`config.mk`:
```
export PLATFORM = sky130hd
export DESIGN_NAME = modn_wrap_monitor
export DESIGN_NICKNAME = d
export VERILOG_FILES = /design/src/rtl/modn_wrap_monitor.sv
export SDC_FILE = /design/constraint.sdc
export NUM_CORES = 1
export LEC_CHECK = 0
export CORE_UTILIZATION = 55
export DETAILED_ROUTE_END_ITERATION = 10
export DONT_BUFFER_PORTS = 1
export PLACE_DENSITY = 0.7
export SLEW_MARGIN = 5
export SYNTH_ARGS = -nofsm -noshare
export SYNTH_HDL_FRONTEND = slang
export SYNTH_SLANG_ARGS = --single-unit
```
`constraint.sdc`:
```
create_clock -name clk -period 5.1 [get_ports clk]
set_clock_uncertainty 0.05 [all_clocks]
set_input_delay 1.02 -clock clk [delete_from_list [all_inputs] [get_ports clk]]
set_output_delay 1.02 -clock clk [all_outputs]
set_load 0.02 [all_outputs]
```
`src/rtl/modn_wrap_monitor.sv`:
```
`default_nettype none
// +--------------------------------------------------------------------------+
// | Module   : modn_wrap_monitor                                             |
// | Brief    : Resynchronises and debounces a rippling mod-n count, tracks   |
// |            the 0..MAXV sequence, reports wraps, illegal values and skips.|
// | Revision : 1.0  initial release                                          |
// +--------------------------------------------------------------------------+
module modn_wrap_monitor #(
    parameter int W      = 3,
    parameter int MAXV   = 5,
    parameter int STABLE = 2,
    parameter int CW     = 8
) (
    input  logic          clk,
    input  logic          clr,
    input  logic          en,
    input  logic          err_clr,
    input  logic [W-1:0]  cnt_in,
    output logic [W-1:0]  cnt_sync,
    output logic          cnt_valid,
    output logic          wrap_tick,
    output logic [CW-1:0] wrap_count,
    output logic          illegal,
    output logic          seq_err,
    output logic          err_sticky
);

    // Filter run-length thresholds: accept on reaching c_RUN_LAST, then park.
    localparam logic [3:0]   c_RUN_LAST = 4'(STABLE - 1);
    localparam logic [3:0]   c_RUN_FULL = 4'(STABLE);
    localparam logic [W-1:0] c_MAXV     = W'(MAXV);

    localparam logic [0:0]   c_ST_WAIT  = 1'b0;
    localparam logic [0:0]   c_ST_TRACK = 1'b1;

    logic [W-1:0]  r_s1;
    logic [W-1:0]  r_s2;
    logic [W-1:0]  r_s3;
    logic [2:0]    r_fill;
    logic [3:0]    r_run;
    logic [0:0]    r_state;
    logic [W-1:0]  r_cnt_sync;
    logic          r_cnt_valid;
    logic          r_wrap_tick;
    logic [CW-1:0] r_wrap_count;
    logic          r_illegal;
    logic          r_seq_err;
    logic          r_err_sticky;

    logic          w_match;
    logic          w_accept;
    logic [W:0]    w_p_inc;
    logic          w_step_ok;
    logic [0:0]    w_state_nxt;
    logic          w_illegal;
    logic          w_seq_err;
    logic          w_wrap;

    // Three-flop synchroniser; r_fill marks which stages hold post-reset data
    // so the filter cannot accept the reset value of the pipeline itself.
    always_ff @(posedge clk or negedge clr) begin
        if (!clr) begin
            r_s1   <= '0;
            r_s2   <= '0;
            r_s3   <= '0;
            r_fill <= 3'b000;
        end else begin
            r_s1   <= cnt_in;
            r_s2   <= r_s1;
            r_s3   <= r_s2;
            r_fill <= {r_fill[1:0], 1'b1};
        end
    end

    assign w_match  = r_fill[2] && (r_s2 == r_s3);
    assign w_accept = w_match && (r_run == c_RUN_LAST);

    // Stability filter: count consecutive equal samples, accept once per run.
    always_ff @(posedge clk or negedge clr) begin
        if (!clr) begin
            r_run <= 4'd0;
        end else if (!w_match) begin
            r_run <= 4'd0;
        end else if (r_run < c_RUN_LAST) begin
            r_run <= r_run + 4'd1;
        end else if (r_run == c_RUN_LAST) begin
            r_run <= c_RUN_FULL;
        end
    end

    // Successor check done one bit wider so p == 2^W-1 cannot alias to 0.
    assign w_p_inc   = {1'b0, r_cnt_sync} + {{W{1'b0}}, 1'b1};
    assign w_step_ok = ({1'b0, r_s2} == w_p_inc) && (r_cnt_sync < c_MAXV);

    // Next state and classification of each accepted value against the last.
    always_comb begin
        w_state_nxt = r_state;
        w_illegal   = 1'b0;
        w_seq_err   = 1'b0;
        w_wrap      = 1'b0;
        if (!en) begin
            w_state_nxt = c_ST_WAIT;
        end else if (w_accept) begin
            if (r_state == c_ST_WAIT) begin
                w_state_nxt = c_ST_TRACK;
            end else if (r_s2 != r_cnt_sync) begin
                if (r_s2 > c_MAXV) begin
                    w_illegal = 1'b1;
                end else if ((r_cnt_sync == c_MAXV) && (r_s2 == '0)) begin
                    w_wrap = 1'b1;
                end else if (!w_step_ok) begin
                    w_seq_err = 1'b1;
                end
            end
        end
    end

    // State register.
    always_ff @(posedge clk or negedge clr) begin
        if (!clr) begin
            r_state <= c_ST_WAIT;
        end else begin
            r_state <= w_state_nxt;
        end
    end

    // Accepted count tracks the filter regardless of enable.
    always_ff @(posedge clk or negedge clr) begin
        if (!clr) begin
            r_cnt_sync  <= '0;
            r_cnt_valid <= 1'b0;
        end else if (w_accept) begin
            r_cnt_sync  <= r_s2;
            r_cnt_valid <= 1'b1;
        end
    end

    // One-cycle status pulses, saturating wrap counter and sticky error.
    always_ff @(posedge clk or negedge clr) begin
        if (!clr) begin
            r_wrap_tick  <= 1'b0;
            r_illegal    <= 1'b0;
            r_seq_err    <= 1'b0;
            r_wrap_count <= '0;
            r_err_sticky <= 1'b0;
        end else begin
            r_wrap_tick  <= w_wrap;
            r_illegal    <= w_illegal;
            r_seq_err    <= w_seq_err;
            if (w_wrap && (r_wrap_count != {CW{1'b1}})) begin
                r_wrap_count <= r_wrap_count + CW'(1);
            end
            // A fresh error outranks a simultaneous clear.
            r_err_sticky <= w_illegal | w_seq_err | (r_err_sticky & ~err_clr);
        end
    end

    assign cnt_sync   = r_cnt_sync;
    assign cnt_valid  = r_cnt_valid;
    assign wrap_tick  = r_wrap_tick;
    assign wrap_count = r_wrap_count;
    assign illegal    = r_illegal;
    assign seq_err    = r_seq_err;
    assign err_sticky = r_err_sticky;

endmodule
`default_nettype wire
```
Word level (Yosys, flattened, before mapping)
Index checks and enable logic that the tools add are counted.
{ "totals": {"ff_bits": 33, "in_bits": 7, "out_inout_bits": 16, "word_cells": 60} }
{ "classes": {"add_sub_neg": 3, "magnitude_cmp": 3, "n_eq_ne": 8, "n_mux": 23, "bitwise_logic": 4, "reduce_logical": 6} }
{ "op_table": {"columns": ["op", "n"], "rows": [
  ["1-bit 2-to-1 mux", 20],
  ["4-bit 2-to-1 mux", 3],
  ["8-bit by 1-bit adder with 8-bit output, second input constant", 1],
  ["8-bit != test, second input constant", 1],
  ["1-bit logical AND", 5],
  ["3-bit by 1-bit adder with 4-bit output, second input constant", 1],
  ["4-bit by 1-bit adder with 4-bit output, second input constant", 1],
  ["3-bit by 4-bit == test with 1-bit output", 1],
  ["4-bit by 1-bit == test with 1-bit output, second input constant", 1],
  ["4-bit by 1-bit less-than comparator with 1-bit output, second input constant", 1],
  ["3-bit == test", 1],
  ["3-bit == test, second input constant", 1],
  ["3-bit > comparator, second input constant", 1],
  ["3-bit zero test", 1],
  ["3-bit less-than comparator, second input constant", 1],
  ["3-bit by 1-bit != test with 1-bit output, second input constant", 1],
  ["3-bit != test", 1],
  ["2-bit by 1-bit != test with 1-bit output, second input constant", 1],
  ["1-bit OR", 2],
  ["1-bit bitwise AND", 1],
  ["1-bit NOT", 1]
]} }

Depth between registers and ports, before layout
Gate-level depths: netlist (run 1).
{ "depth": {"ltp_word": 12, "ltp_mapped": 7, "mapped_depth_nobuf": 6} }

Least setup slack after synthesis (run 1)
No wires, ideal clock.
{ "synth_timing": {"path_type": "input -> register", "start": "input en", "end": "register r_wrap_count[1] (netlist: wrap_count[1])", "setup_time_ns": 0.125, "arrival_time_ns": 2.112, "required_ns": 4.925, "path_slack_ns": 2.813, "path_stages": 4, "n_path_buf": 1, "cell_sequence": "nand4_1 or4b_1 buf_2 mux2_4"} }
{ "synth_via": {"elab_chain_len": 2} }
{ "synth_lines": {"columns": ["element", "line_no", "rtl"], "rows": [
  ["start, declared", "16", "input logic en,"],
  ["1-bit 2-to-1 mux", "101", "if (!en) begin"],
  ["1-bit logical AND", "150", "if (w_wrap && (r_wrap_count != {CW{1'b1}})) begin"],
  ["end signal, assigned", "151", "r_wrap_count <= r_wrap_count + CW'(1);"],
  ["end, declared", "45", "logic [CW-1:0] r_wrap_count;"]
]} }
No other way between the ends.
A chain may end at the register's enable or synchronous reset.

Final worst setup path (run 1)
{ "layout_timing": {"start": "register r_cnt_sync[0] (netlist: cnt_sync[0])", "end": "register r_wrap_count[1] (netlist: wrap_count[1])"} }
{ "layout_via": {"elab_chain_len": 9, "elab_cells_between_ends": 10, "classes_between": "eq/ne: 2; mux: 6; reduce/logical: 2"} }
{ "layout_lines": {"columns": ["element", "line_no", "rtl"], "rows": [
  ["start, declared", "42", "logic [W-1:0] r_cnt_sync;"],
  ["start signal, assigned", "133", "r_cnt_sync <= r_s2;"],
  ["3-bit == test", "109", "end else if ((r_cnt_sync == c_MAXV) && (r_s2 == '0)) begin"],
  ["1-bit logical AND", "109", null],
  ["1-bit 2-to-1 mux", "109", null],
  ["1-bit 2-to-1 mux", "107", "if (r_s2 > c_MAXV) begin"],
  ["1-bit 2-to-1 mux *", "106", "end else if (r_s2 != r_cnt_sync) begin"],
  ["1-bit 2-to-1 mux *", "104", "if (r_state == c_ST_WAIT) begin"],
  ["1-bit 2-to-1 mux *", "103", "end else if (w_accept) begin"],
  ["1-bit 2-to-1 mux *", "101", null],
  ["1-bit logical AND *", "150", null]
]} }
Every way passes the cells marked *; elsewhere a longest branch is shown, timed or not.

==> impl_metrics.ini, run 1 <==
[pwr]
clock_power_share = 0.389
vdd_drop_max_mv = 0.3081
switchingPower_mw = 0.1171
power.density_nw_per_um2 = 331.2
switching_share = 0.2249
combPwrFrac = 0.056
p_leak_nw = 0.7411
seq_power_share = 0.555
p_total_mw = 0.5205
p_int_mw = 0.4034

[timing]
min_period_over_period = 0.4260
hold_violations = 0
rsz0062_at_grt = false
timing.final.max_slew_violations = 0
setup_tns_ps = 0
max_freq_ghz = 0.4603
setup_viol = 0
period_needed_ps = 2173

[setup_path]
critical_path.max_fanout = 6
slowest_stage = or4b_1
end_kind = flip-flop
cp.arrival_ps = 2350
path_class = flip-flop to flip-flop
crit_family = simple AND/OR/NAND/NOR gates
worst_setup_path_start_kind = flip-flop
crit_required_ps = 5280
critPathMaxStageDelay_ps = 720
path_cells = ha_1 > nand3_2 > or4b_1 > mux2_4
critPathBufInv = 0

[synth]
synthCells = 125
yosysWarnings = 0
syn_nets = 138
synth_seq_cells = 33
syn_area_sq_um = 1469
synth-seq-area-share = 0.5622
synth.distinct_cells = 39
avgSynthCellArea_sq_um = 11.75

[clock_network]
cts_max_level = 2
clk_pin_slew_worst_paths_ps = 110
clock_latency_ps = 340
cts_setup_buffers = 0
post_cts_resized = 0
clockBufferDepth = 2
cts_tree = built
ctsHoldBuffers = 0
cts_root_buf = clkbuf_4
cts_buffers = 5
cts.sinks = 33

[drt]
drc = 0
drt_iter0_drc = 1
vias_per_cell = 5.506
wirelength_microns = 2174
ant_nets = 0
first_pass_iters = 4
wire_per_inst_microns = 13.59
vias = 881

[die]
die_h_microns = 53.68
coreArea_sq_um = 2500
die_x_microns = 53.68
start_util = 0.5876
dieArea_sq_um = 2882
ios = 23
fp-row-count = 18

[placed_design]
io_buffers = 0
gp_congestion = 0.7862
dp_hpwl_microns = 1607

[hold_path]
worstHoldPathType = flip-flop to flip-flop

[final_layout]
nets = 142
drive_above_1_share = 0.1462
final_util = 0.6286
final_common_cell = dfrtp_1
syn2layout_area_growth_pct = 6.985
final_cell_mix = dfrtp_1, nand2_1, inv_1
antenna_cells = 0

[grt]
grt_max_degree = 34
grt_pass1_vias = 852
grt_pass1_wl_microns = 3567
grt.overflow.total = 0
antenna_found_initial = 0
grt_use_total = 0.1841

[job]
drv_cap = 0

[run_status]
status = finished, final reports clean
cell families (layout without fill, tap and decap cells):
kind of cell	count (synthesis)	count (layout)	share of synthesized area
compound gates	14	14	0.06303
flops	33	33	0.5622
other cells	1	1	0.002553
xor+xnor	12	12	0.07666
simple gates	40	40	0.1525
fa+ha+maj	6	6	0.05111
buf+inv	12	17	0.03662
mux	7	7	0.05536
state kept, by name, indices dropped and copies added (netlist names), 3 cells and up:
signal      count
r_s3            3
cnt_sync        3
r_fill          3
wrap_count      8
r_s1            3
r_run           4
r_s2            3
area by class of cell:
type / instances / area (sq um)
Tap cell: 30 / 37.54
Multi-Input combinational cell: 80 / 589.3
Inverter: 9 / 33.78
Clock inverter: 1 / 30.03
Fill cell: 208 / 928.4
Clock buffer: 7 / 55.05
Sequential cell: 33 / 825.8
per-stage QoR:
step                      hold slack [ps]  worst slack (ps)  cell area [sq um]  cells
after floorplan                     281.2              2813               1469    125
after global placement              282.7              2714               1486    152
after detailed placement            285.8              2696               1486    152
after CTS                           299.0              2919               1572    160
after global routing                278.3              2816               1572    160
final                               297.5              2927               1572    160
path summary, 6_finish.rpt:
kind                       cells after the start  slack [ps]                        end                    start
hold reg to reg                                0         300          r_s2[1]$_DFF_PN0_        r_s1[1]$_DFF_PN0_
max in group asynchronous                      0        4590  wrap_count[7]$_DFFE_PN0P_                      clr
setup / recovery                               4        2930  wrap_count[1]$_DFFE_PN0P_  cnt_sync[0]$_DFFE_PN0P_
min in group asynchronous                      0         310    cnt_sync[2]$_DFFE_PN0P_                      clr
setup reg to reg                               4        2930  wrap_count[1]$_DFFE_PN0P_  cnt_sync[0]$_DFFE_PN0P_
hold / removal                                 0         300          r_s2[1]$_DFF_PN0_        r_s1[1]$_DFF_PN0_
Yosys cell counts:
| master | number | share of area |
|---|---|---|
| a21boi_0 | 2 | 0.010 |
| a21oi_1 | 3 | 0.010 |
| a311oi_1 | 1 | 0.0060 |
| a31o_2 | 1 | 0.0060 |
| a31oi_1 | 1 | 0.0043 |
| and2_1 | 1 | 0.0043 |
| and2b_1 | 1 | 0.0051 |
| and3_1 | 1 | 0.0043 |
| buf_2 | 1 | 0.0034 |
| buf_6 | 1 | 0.0077 |
| clkbuf_1 | 1 | 0.0026 |
| conb_1 | 1 | 0.0026 |
| dfrtp_1 | 33 | 0.56 |
| ha_1 | 6 | 0.051 |
| inv_1 | 9 | 0.023 |
| mux2_1 | 1 | 0.0077 |
| mux2_2 | 4 | 0.031 |
| mux2_4 | 1 | 0.010 |
| mux2i_1 | 1 | 0.0068 |
| nand2_1 | 11 | 0.028 |
| nand2b_1 | 3 | 0.013 |
| nand3_1 | 3 | 0.010 |
| nand3_2 | 1 | 0.0068 |
| nand4_1 | 2 | 0.0085 |
| nand4_2 | 1 | 0.0085 |
| nor2_1 | 8 | 0.020 |
| nor2_2 | 1 | 0.0043 |
| nor3_1 | 3 | 0.010 |
| nor3_2 | 1 | 0.0068 |
| nor3_4 | 1 | 0.011 |
| o21a_1 | 1 | 0.0051 |
| o21ai_0 | 2 | 0.0068 |
| o22ai_1 | 2 | 0.0085 |
| o311ai_0 | 1 | 0.0060 |
| or2_1 | 1 | 0.0043 |
| or4b_1 | 1 | 0.0068 |
| xnor2_1 | 6 | 0.036 |
| xnor2_2 | 1 | 0.011 |
| xor2_1 | 5 | 0.030 |
routing by layer:
metal | track usage | routed length (microns) | vias up
li1 | - | - | 421
met1 | 0.1884 | 927 | 430
met2 | 0.3025 | 1058 | 23
met3 | 0.09887 | 138 | 7
met4 | 0.09211 | 49 | 0
met5 | 0 | 0 | -
power groups by stage:
stage          Sequential, mW  Clock [mW]  Combinational (mW)
2_1_floorplan           0.291           0              0.0267
4_1_cts                 0.289       0.208              0.0295
5_1_grt                 0.291       0.221              0.0326
6_report                0.289       0.203              0.0291
3_5_place_dp            0.294           0              0.0294
3_3_place_gp            0.293           0              0.0279
Note: power is estimated with default switching activity, not from simulation.
==> run 2, diff against run 1 <==
Clock period 5.1 ns to 2 ns, I/O delays scaled along.
==> run 2 against run 1 <==
Against the previous run: global-route usage grew 4.1 points; worst setup slack got worse by 2800 ps; sequential share of layout area fell by 6.4 points; worst hold slack lost 200 ps; cell count grew 16%; critical path depth rose by 1; clock power up 150%; critical path type unchanged; critical endpoint unchanged; largest power group unchanged.
==> impl_metrics.ini, run 2 (synthesized netlist as in run 1, its figures left out) <==
[pwr]
p_leak_nw = 0.8654
power.density_nw_per_um2 = 755.9
vdd_drop_max_mv = 0.6908

[final_layout]
syn2layout_area_growth_pct = 22.06
nets = 167
final_util = 0.7172
largest_reg_flops = 8
final_cell_mix = dfrtp_1, buf_4, nand2_1
drive_above_1_share = 0.2903
antenna_cells = 0
final_common_cell = dfrtp_1

[drt]
vias_per_cell = 5.189
first_pass_iters = 4
wire_per_inst_microns = 14.30
drc = 0
ant_nets = 0
wirelength_microns = 2645
drt_iter0_drc = 18
vias = 960

[grt]
grt_max_degree = 34
grt_use_total = 0.2246
grt_pass1_wl_microns = 4367
grt_pass1_vias = 1027
antenna_found_initial = 0
grt.overflow.total = 0

[timing]
worst_slack_ps = 99.36
hold_violations = 0
setup_tns_ps = 0
max_freq_ghz = 0.5261
min_period_over_period = 0.9503
timing.final.max_slew_violations = 0
setup_viol = 0
rsz0062_at_grt = false
period_needed_ps = 1901

[clock_network]
cts_setup_buffers = 0
cts_root_buf = clkbuf_4
cts.sinks = 33
clockBufferDepth = 2
clock_latency_ps = 340
cts_tree = built
cts_max_level = 2
cts_buffers = 5
clk_pin_slew_worst_paths_ps = 100

[setup_path]
end_kind = flip-flop
worstRegToRegCells = 5
critical_path.max_fanout = 5
path_class = flip-flop to flip-flop
crit_required_ps = 2180
worst_setup_path_start_kind = flip-flop
cp.arrival_ps = 2080

[die]
die_h_microns = 53.68
ios = 23
coreArea_sq_um = 2500
dieArea_sq_um = 2882
die_x_microns = 53.68
fp-row-count = 18
start_util = 0.5876

[run_status]
status = finished, final reports clean

[hold_path]
worstHoldPathType = input port to flip-flop
worstHoldPathCells = 1

[job]
drv_cap = 0

[placed_design]
dpl_worst_slack_ps = 2.659
io_buffers = 0
dp_hpwl_microns = 1892
gp_congestion = 0.8168
[run 2: area by class of cell]
class / instances / area [sq um]
flip-flops and latches: 33 / 827.0
fillers: 166 / 706.9
multi-input cells: 80 / 600.6
repair buffers: 25 / 210.2
clock inverters: 3 / 46.29
clock buffers: 5 / 37.54
well taps: 30 / 37.54
inverters: 9 / 33.78
[run 2: final timing paths]
kind,from,to,slack [ps]
max in group asynchronous,clr,wrap_count[0]$_DFFE_PN0P_,1260
max reg2reg,wrap_count[0]$_DFFE_PN0P_,wrap_count[1]$_DFFE_PN0P_,100
min reg2reg,r_s1[1]$_DFF_PN0_,r_s2[1]$_DFF_PN0_,300
min,err_clr,err_sticky$_DFF_PN0_,100
min in group asynchronous,clr,seq_err$_DFF_PN0_,450
max,wrap_count[0]$_DFFE_PN0P_,wrap_count[1]$_DFFE_PN0P_,100
[run 2: routing by layer]
layer / vias to the layer above / track usage / part of all wire
li1: 473 / - / -
met1: 456 / 0.2550 / 0.43
met2: 27 / 0.3621 / 0.51
met3: 4 / 0.07627 / 0.042
met4: 0 / 0.1360 / 0.016
met5: - / 0 / 0
[run 2: through the flow]
step                area, sq um  hold slack [ps]  total power [mW]  cells
floorplan                  1470            54.41            0.8092    125
global placement           1638            55.00            0.8385    172
detailed placement         1638            55.00            0.8448    172
CTS                        1755            11.36             1.364    182
global route               1793            71.51             1.421    185
finish                     1793            97.78             1.355    185
[run 2: where the power goes]
group	internal, mW	leakage [nW]	switching, mW	total, mW
clock network	0.264	0.0414	0.236	0.500
logic	0.0633	0.394	0.0778	0.141
registers	0.692	0.430	0.0226	0.714
total	1.02	0.865	0.336	1.36
[run 2: what timing repair did]
item                                    CTS  global route
pin swaps                                 0             0
resized for setup                         1             2
endpoints found under the setup margin    1             4
hold buffers                              2             3
hold endpoints to repair                 33             3
[run 2: critical path, cell delays in order (launching register included)]
cell and delay [ps]:
dfrtp_2 420, ha_1 210, and2_1 150, nand4_1 100, or4b_4 540, mux2_4 330
==> run 3, diff against run 2 <==
Settings changed: CORE_UTILIZATION 55 to 40, PLACE_DENSITY 0.7 to 0.54.
==> run 3 against run 2 <==
Against the previous run: die area grew 36%; power grew 0.12%; global-route usage shrank 7.2 points; combinational power shrank 3%; clock power grew 1%; highest routed layer unchanged.
==> impl_metrics.ini, run 3 (synthesized netlist as in run 1, its figures left out) <==
[pwr]
switchingPower_mw = 0.3397
combPwrFrac = 0.101
p_total_mw = 1.357
vdd_drop_max_mv = 0.4750
seq_power_share = 0.526
clock_power_share = 0.373
p_int_mw = 1.017
p_leak_nw = 0.8547
power.density_nw_per_um2 = 755.8
switching_share = 0.2503

[clock_network]
cts_tree = built
cts.sinks = 33
cts_max_level = 2
clock_latency_ps = 340
clk_pin_slew_worst_paths_ps = 110
clockBufferDepth = 2
cts_buffers = 5
cts_root_buf = clkbuf_4

[timing]
setup_tns_ps = 0
period_needed_ps = 1897
setup_viol = 0
min_period_over_period = 0.9483
hold_violations = 0
timing.final.max_slew_violations = 0
rsz0062_at_grt = false
max_freq_ghz = 0.5272

[setup_path]
critPathBufInv = 1
critical_path.max_fanout = 5
crit_required_ps = 2190
path_cells = inv_1 > ha_1 > nand4_1 > or4b_4 > mux2_4
cp.arrival_ps = 2080
path_class = flip-flop to flip-flop
critPathMaxStageDelay_ps = 610
crit_family = simple AND/OR/NAND/NOR gates
worst_setup_path_start_kind = flip-flop
slowest_stage = or4b_4
end_kind = flip-flop

[final_layout]
final_cells = 199
final_area_sq_um = 1795
final_common_cell = dfrtp_1
final_cell_mix = dfrtp_1, buf_4, nand2_1
nets = 165
syn2layout_area_growth_pct = 22.23
largest_reg_flops = 8
drive_above_1_share = 0.2745
antenna_cells = 0

[die]
fp-row-count = 21
start_util = 0.4300
coreArea_sq_um = 3416
die_x_microns = 62.60
ios = 23
die_h_microns = 62.60
dieArea_sq_um = 3919

[placed_design]
dp_hpwl_microns = 1853
dpl.cell_count = 186
gp_congestion = 0.8070
io_buffers = 0
place_area_sq_um = 1643

[drt]
drt_iter0_drc = 22
routed-wl-met3_microns = 161
wirelength_microns = 2532
ant_nets = 0
vias_per_cell = 4.804
vias = 956
wl_met1_microns = 1127
met2_length_microns = 1185
top_layer = met4
wire_per_inst_microns = 12.72
first_pass_iters = 3
drc = 0

[grt]
grt_max_degree = 34
grt.overflow.total = 0
grt_pass1_wl_microns = 4478
grt_use_total = 0.1529
grt_pass1_vias = 1021
antenna_found_initial = 0

[run_status]
status = finished, final reports clean

[hold_path]
worstHoldPathType = input port to flip-flop

[job]
drv_cap = 0
run 3: changes by cell type in the layout (fill, tap and decap cells not counted), sizes merged:
cell / change
buf: -2
run 3: worst paths after layout:
kind / startpoint / slack (ps) / endpoint / depth (start not counted)
min: err_clr / 90 / err_sticky$_DFF_PN0_ / 1
max in group asynchronous: clr / 1280 / wrap_count[0]$_DFFE_PN0P_ / 2
min reg2reg: r_s1[1]$_DFF_PN0_ / 310 / r_s2[1]$_DFF_PN0_ / 0
max: r_run[1]$_DFFE_PN0P_ / 100 / wrap_count[1]$_DFFE_PN0P_ / 5
min in group asynchronous: clr / 440 / cnt_sync[1]$_DFFE_PN0P_ / 2
max reg2reg: r_run[1]$_DFFE_PN0P_ / 100 / wrap_count[1]$_DFFE_PN0P_ / 5
run 3: final cells by class:
class / instances / area, sq um
fill: 319 / 1620
sequential: 33 / 827.0
multi-input combinational: 80 / 598.1
timing repair buffer: 23 / 195.2
tap: 46 / 57.56
clock inverter: 3 / 46.29
clock buffer: 5 / 37.54
inverter: 9 / 33.78
run 3: metrics by stage:
stage / hold slack [ps] / util / setup WS, ps
4_1_cts: 2.484 / 0.5154 / 93.66
6_report: 94.46 / 0.5256 / 103.3
5_1_grt: 64.51 / 0.5256 / 10.18
3_5_place_dp: 55.61 / 0.4810 / 11.53
3_3_place_gp: 55.17 / 0.4810 / 68.97
2_1_floorplan: 54.41 / - / 16.97
run 3: what timing repair did:
action | CTS | global route
hold buffers | 2 | 3
buffers inserted | 0 | 0
hold endpoints to repair | 33 | 3
setup endpoints to repair | 1 | 1
gates resized for setup | 1 | 1
run 3: power groups by stage:
stage | Combinational (mW) | Clock [mW] | Sequential (mW)
floorplan | 0.0681 | 0 | 0.741
global placement | 0.112 | 0 | 0.726
detailed placement | 0.114 | 0 | 0.727
CTS | 0.135 | 0.529 | 0.714
global route | 0.153 | 0.561 | 0.718
finish | 0.137 | 0.506 | 0.714
run 3: metal layers:
| layer | GRT usage | vias up |
|---|---|---|
| met5 | 0 | - |
| met1 | 0.1801 | 451 |
| met4 | 0.07849 | 0 |
| li1 | - | 476 |
| met2 | 0.2310 | 22 |
| met3 | 0.07299 | 7 |
run 3: worst register-to-register path, delay by kind of cell (launching register included):
kind	cells	cell delay (ps)
fa+ha+maj	1	190
buf+inv	1	90
simple gates	2	740
mux	1	320
flops	1	420
